$ cat config.mk
export PLATFORM = sky130hd
export DESIGN_NAME = rsa_modexp_ladder
export DESIGN_NICKNAME = d
export VERILOG_FILES = /design/src/rtl/rsa_modexp_ladder.sv
export SDC_FILE = /design/constraint.sdc
export NUM_CORES = 1
export LEC_CHECK = 0
export BUFFER_PORTS_ARGS = -buffer_cell sky130_fd_sc_hd__clkbuf_2
export CORE_UTILIZATION = 60
export DETAILED_ROUTE_END_ITERATION = 10
export PLACE_DENSITY = 0.78
export SLEW_MARGIN = 20
export SYNTH_ARGS = -nofsm -noshare
export SYNTH_HDL_FRONTEND = slang
export SYNTH_SLANG_ARGS = --single-unit
$ cat constraint.sdc
create_clock -name clk -period 15.1 [get_ports clk]
set_clock_uncertainty 0.05 [all_clocks]
set_input_delay 3.775 -clock clk [delete_from_list [all_inputs] [get_ports clk]]
set_output_delay 3.775 -clock clk [all_outputs]
set_load 0.005 [all_outputs]
$ cat src/rtl/rsa_modexp_ladder.sv
// Constant-time modular exponentiator (result = base^exp mod n) built on a Montgomery ladder
// with two bit-serial interleaved modular multiplier lanes; latency is independent of operands.
module rsa_modexp_ladder #(
   parameter int unsigned WIDTH    = 16,
   parameter int unsigned EXP_BITS = 16
) (
   input  logic                clk,
   input  logic                rst,
   input  logic                start_i,
   input  logic [WIDTH-1:0]    base_i,
   input  logic [EXP_BITS-1:0] exp_i,
   input  logic [WIDTH-1:0]    n_i,
   output logic                busy_o,
   output logic [WIDTH-1:0]    result_o,
   output logic                done_o,
   output logic                err_o
);

   localparam int unsigned AW = WIDTH + 2;
   localparam int unsigned CW = $clog2(WIDTH);
   localparam int unsigned SW = $clog2(EXP_BITS);

   typedef enum logic [2:0] {StIdle, StReduce, StMul, StUpd, StDone} state_e;

   state_e              state_q, state_d;
   logic [WIDTH-1:0]    base_q, base_d, n_q, n_d, r0_q, r0_d, r1_q, r1_d;
   logic [WIDTH-1:0]    result_q, result_d;
   logic [EXP_BITS-1:0] exp_q, exp_d;
   logic [AW-1:0]       acc0_q, acc0_d, acc1_q, acc1_d;
   logic [CW-1:0]       cnt_q, cnt_d;
   logic [SW-1:0]       step_q, step_d;
   logic                done_q, done_d, err_q, err_d;

   logic [WIDTH-1:0]    a0, b0, sel;
   logic [CW-1:0]       idx;
   logic [AW-1:0]       acc0_in, acc1_in, prod0, prod1, n_ext;
   logic                last_bit;

   // One MSB-first interleaved step; acc stays below n as long as b < n.
   function automatic logic [AW-1:0] mm_step(input logic [AW-1:0] acc, input logic abit,
                                             input logic [AW-1:0] b, input logic [AW-1:0] n);
      logic [AW-1:0] t;
      t = {acc[AW-2:0], 1'b0};
      if (t >= n) t = t - n;
      if (abit) t = t + b;
      if (t >= n) t = t - n;
      return t;
   endfunction

   always_comb begin
      idx      = CW'(WIDTH - 1) - cnt_q;
      last_bit = (cnt_q == CW'(WIDTH - 1));
      n_ext    = {2'b00, n_q};
      // During REDUCE, r0_q holds 1 mod n, so lane 0 yields base mod n.
      a0       = (state_q == StReduce) ? base_q : r0_q;
      b0       = (state_q == StReduce) ? r0_q : r1_q;
      sel      = exp_q[EXP_BITS-1] ? r1_q : r0_q;
      acc0_in  = (cnt_q == '0) ? '0 : acc0_q;
      acc1_in  = (cnt_q == '0) ? '0 : acc1_q;
      prod0    = mm_step(acc0_in, a0[idx], {2'b00, b0}, n_ext);
      prod1    = mm_step(acc1_in, sel[idx], {2'b00, sel}, n_ext);
   end

   always_comb begin
      state_d  = state_q;
      base_d   = base_q;
      exp_d    = exp_q;
      n_d      = n_q;
      r0_d     = r0_q;
      r1_d     = r1_q;
      acc0_d   = acc0_q;
      acc1_d   = acc1_q;
      cnt_d    = cnt_q;
      step_d   = step_q;
      result_d = result_q;
      err_d    = err_q;
      done_d   = 1'b0;
      unique case (state_q)
         StIdle: begin
            if (start_i) begin
               base_d  = base_i;
               exp_d   = exp_i;
               n_d     = n_i;
               r0_d    = (n_i == WIDTH'(1)) ? '0 : WIDTH'(1);
               r1_d    = '0;
               cnt_d   = '0;
               step_d  = '0;
               err_d   = 1'b0;
               state_d = StReduce;
            end
         end
         StReduce: begin
            acc0_d = prod0;
            cnt_d  = cnt_q + CW'(1);
            if (last_bit) begin
               cnt_d   = '0;
               r1_d    = prod0[WIDTH-1:0];
               state_d = StMul;
            end
         end
         StMul: begin
            acc0_d = prod0;
            acc1_d = prod1;
            cnt_d  = cnt_q + CW'(1);
            if (last_bit) begin
               cnt_d   = '0;
               state_d = StUpd;
            end
         end
         StUpd: begin
            if (exp_q[EXP_BITS-1]) begin
               r0_d = acc0_q[WIDTH-1:0];
               r1_d = acc1_q[WIDTH-1:0];
            end else begin
               r1_d = acc0_q[WIDTH-1:0];
               r0_d = acc1_q[WIDTH-1:0];
            end
            exp_d   = exp_q << 1;
            step_d  = step_q + SW'(1);
            state_d = (step_q == SW'(EXP_BITS - 1)) ? StDone : StMul;
         end
         StDone: begin
            done_d   = 1'b1;
            err_d    = (n_q == '0);
            result_d = (n_q == '0) ? '0 : r0_q;
            state_d  = StIdle;
         end
         default: state_d = StIdle;
      endcase
   end

   always_ff @(posedge clk or posedge rst) begin
      if (rst) begin
         state_q  <= StIdle;
         base_q   <= '0;
         exp_q    <= '0;
         n_q      <= '0;
         r0_q     <= '0;
         r1_q     <= '0;
         acc0_q   <= '0;
         acc1_q   <= '0;
         cnt_q    <= '0;
         step_q   <= '0;
         result_q <= '0;
         done_q   <= 1'b0;
         err_q    <= 1'b0;
      end else begin
         state_q  <= state_d;
         base_q   <= base_d;
         exp_q    <= exp_d;
         n_q      <= n_d;
         r0_q     <= r0_d;
         r1_q     <= r1_d;
         acc0_q   <= acc0_d;
         acc1_q   <= acc1_d;
         cnt_q    <= cnt_d;
         step_q   <= step_d;
         result_q <= result_d;
         done_q   <= done_d;
         err_q    <= err_d;
      end
   end

   assign busy_o   = (state_q != StIdle);
   assign result_o = result_q;
   assign done_o   = done_q;
   assign err_o    = err_q;

endmodule
==> out/qor.yml <==
slew_violations: 0
ys_types: 85
fillers: 1785
yosysMostFrequentCell: "nand2_1"
cts_hold_buf: 0
cts_root_buf: "clkbuf_16"
clock_path_buffers: 2
synth_top_area_cell: "dfrtp_1"
clk_pin_slew_worst_paths_ns: 0.07
syn_area_per_cell_um2: 8.45
start_util: 0.617
max_cap_violations: 0
async_reset_ff_frac: 1.00
grt_usage: 0.387
worstMarginPinSlew_ns: 1.12
critPathMaxStageDelay_ns: 0.82
netlist_top_cells_count: "nand2_1, dfrtp_1, o21ai_0"
hpwl_um: 31200
whs_path_depth: 2
detail-route-antenna-nets: 0
status: "complete, no violations"
clk_latency_ns: 0.43
syn_area_um2: 13100
grt_pass1_vias: 11770
cts_setup_buffers: 0
rrSetupSlack_ns: 5.25
detail_route.first_pass.iterations: 5
path_max_fanout: 40
setup_viol: 0
clock.fmax_ghz: 0.102
portBuffers: 69
whs_ns: 0.430
r2r_cells: 29
hold_path.class: "reg -> reg"
drt_iter0_drc: 1474
endpoint_kind: "register"
rr_startpoint: "cnt_q[0]"
rows: 53
wl_um: 42500
post-route-period-util: 0.652
avgViaCountPerCell: 6.77
cts_sinks: 143
wl_per_cell_um: 22.9
stdcell_count: 1859
slew_headroom: 0.246
place.gp.congestion: 1.01
synthTopCellsByArea: "dfrtp_1, ha_1, nand2_1"
cp.required_ns: 15.36
dp_cells: 1827
dieArea_um2: 22400
grt-ovfl-total: 0
cpMaxStageDelayCell: "o21a_1"
synth-edff-count: 0
critical_path_class: "reg -> reg"
area_delta_synth_final_pct: 8.53
drc: 0
synth_cells: 1550
io_pins: 70
worstHoldStart: "exp_q[9]"
grt_max_degree: 98
cts_resized: 0
cp-start-kind: "register"
rr_endpoint: "r1_q[5]"
crit_path_frequent_cell: "ha_1"
drive_above_1_share: 0.143
grt_setup_unrepaired: "no"
cp.arrival_ns: 10.11
die_w_um: 150
synth_seq_area_share: 0.273
synth-seq-cells: 143
hold_viol_final: 0
via_count: 12588
yosysTopAreaCellShare: 0.273
tns_ns: 0
numCtsBuffers: 17
synth_ff_type: "dfrtp_1"
grt_pass1_wl_um: 65700
period_needed_ns: 9.85
antenna_found_initial: 0
die_y_um: 150
yosysWarnings: 0
h-tree-depth: 4
num_antenna_cells: 0
cts_tree: "yes"
synth.net_count: 1704
design.core.area_um2: 21200
whs_endpoint: "exp_q[9]"
nets: 1725
-- worst max-delay path by stage --
stage                  start        end
finish              cnt_q[0]    r1_q[5]
floorplan           cnt_q[1]  acc0_q[4]
CTS                 cnt_q[1]    r1_q[5]
detailed placement  cnt_q[1]    r1_q[5]
global placement    cnt_q[1]  acc0_q[9]
global route        cnt_q[1]    r1_q[5]
-- placed cells by master (no fill, tap or decap), types with 16 or more instances in the layout --
cell type and n:
a21o_1 34, a21oi_1 99, a22o_1 17, a22oi_1 18
and2_1 33, clkbuf_16 17, clkbuf_2 69, dfrtp_1 142
ha_1 97, inv_1 63, mux2_2 54, mux2i_1 54
mux4_2 19, nand2_1 209, nand3_1 54, nand4_1 17
nor2_1 85, nor3_1 27, nor4_1 16, o211ai_1 26
o21ai_0 108, xnor2_1 50, xor2_1 28
-- registers in the layout (all words and copies together), names as in the netlist --
signal and cells:
exp_q 16, n_q 16, err_o 1, r1_q 16
step_q 4, state_q 3, base_q 16, r0_q 16
cnt_q 4, result_o 16, done_o 1, acc0_q 17
acc1_q 17
-- stage by stage --
stage	util	setup slack, ns	cell area (µm²)
4_1_cts	0.670	5.51	14200
3_5_place_dp	0.639	5.59	13600
6_report	0.670	5.25	14200
2_1_floorplan	-	7.24	13100
5_1_grt	0.670	4.65	14200
3_3_place_gp	0.639	5.87	13600
-- area by class of cell --
type / count / area [µm²] / area share
clock inverters: 15 / 218 / 0.0153
multi-input cells: 1262 / 8960 / 0.630
flip-flops and latches: 143 / 3580 / 0.252
inverters: 66 / 253 / 0.0178
well taps: 275 / 344 / 0.0242
repair buffers: 81 / 435 / 0.0306
clock buffers: 17 / 425 / 0.0299
-- critical path: cells and delay by family, from the launching register on --
family | cells | cell delay (ns)
DFF | 1 | 0.48
buffers and inverters | 2 | 0.55
muxes | 1 | 0.30
adders and majority gates | 4 | 1.37
AOI/OAI and AO/OA | 14 | 4.37
and+or+nand+nor | 7 | 2.48
xor gates and xnor gates | 1 | 0.08
-- logic make-up (layout without fill, tap and decap cells) --
group | count (synthesis) | in the layout | synth area share
DFF | 143 | 143 | 0.273
adders and majority gates | 106 | 106 | 0.104
xor gates and xnor gates | 78 | 78 | 0.0522
AOI/OAI and AO/OA | 434 | 434 | 0.215
muxes | 128 | 128 | 0.122
buffers and inverters | 145 | 179 | 0.0449
and+or+nand+nor | 516 | 516 | 0.188
-- routing by layer --
layer | track usage | vias to the layer above | share of wire
met1 | 0.524 | 6042 | 0.41
met3 | 0.0655 | 139 | 0.094
met2 | 0.597 | 665 | 0.45
met5 | 0 | - | 0
met4 | 0.192 | 0 | 0.050
li1 | - | 5742 | -
Power is left out: the tool's default activity adds up to more than one toggle a clock period on the data nets, which glitch-free logic cannot reach.
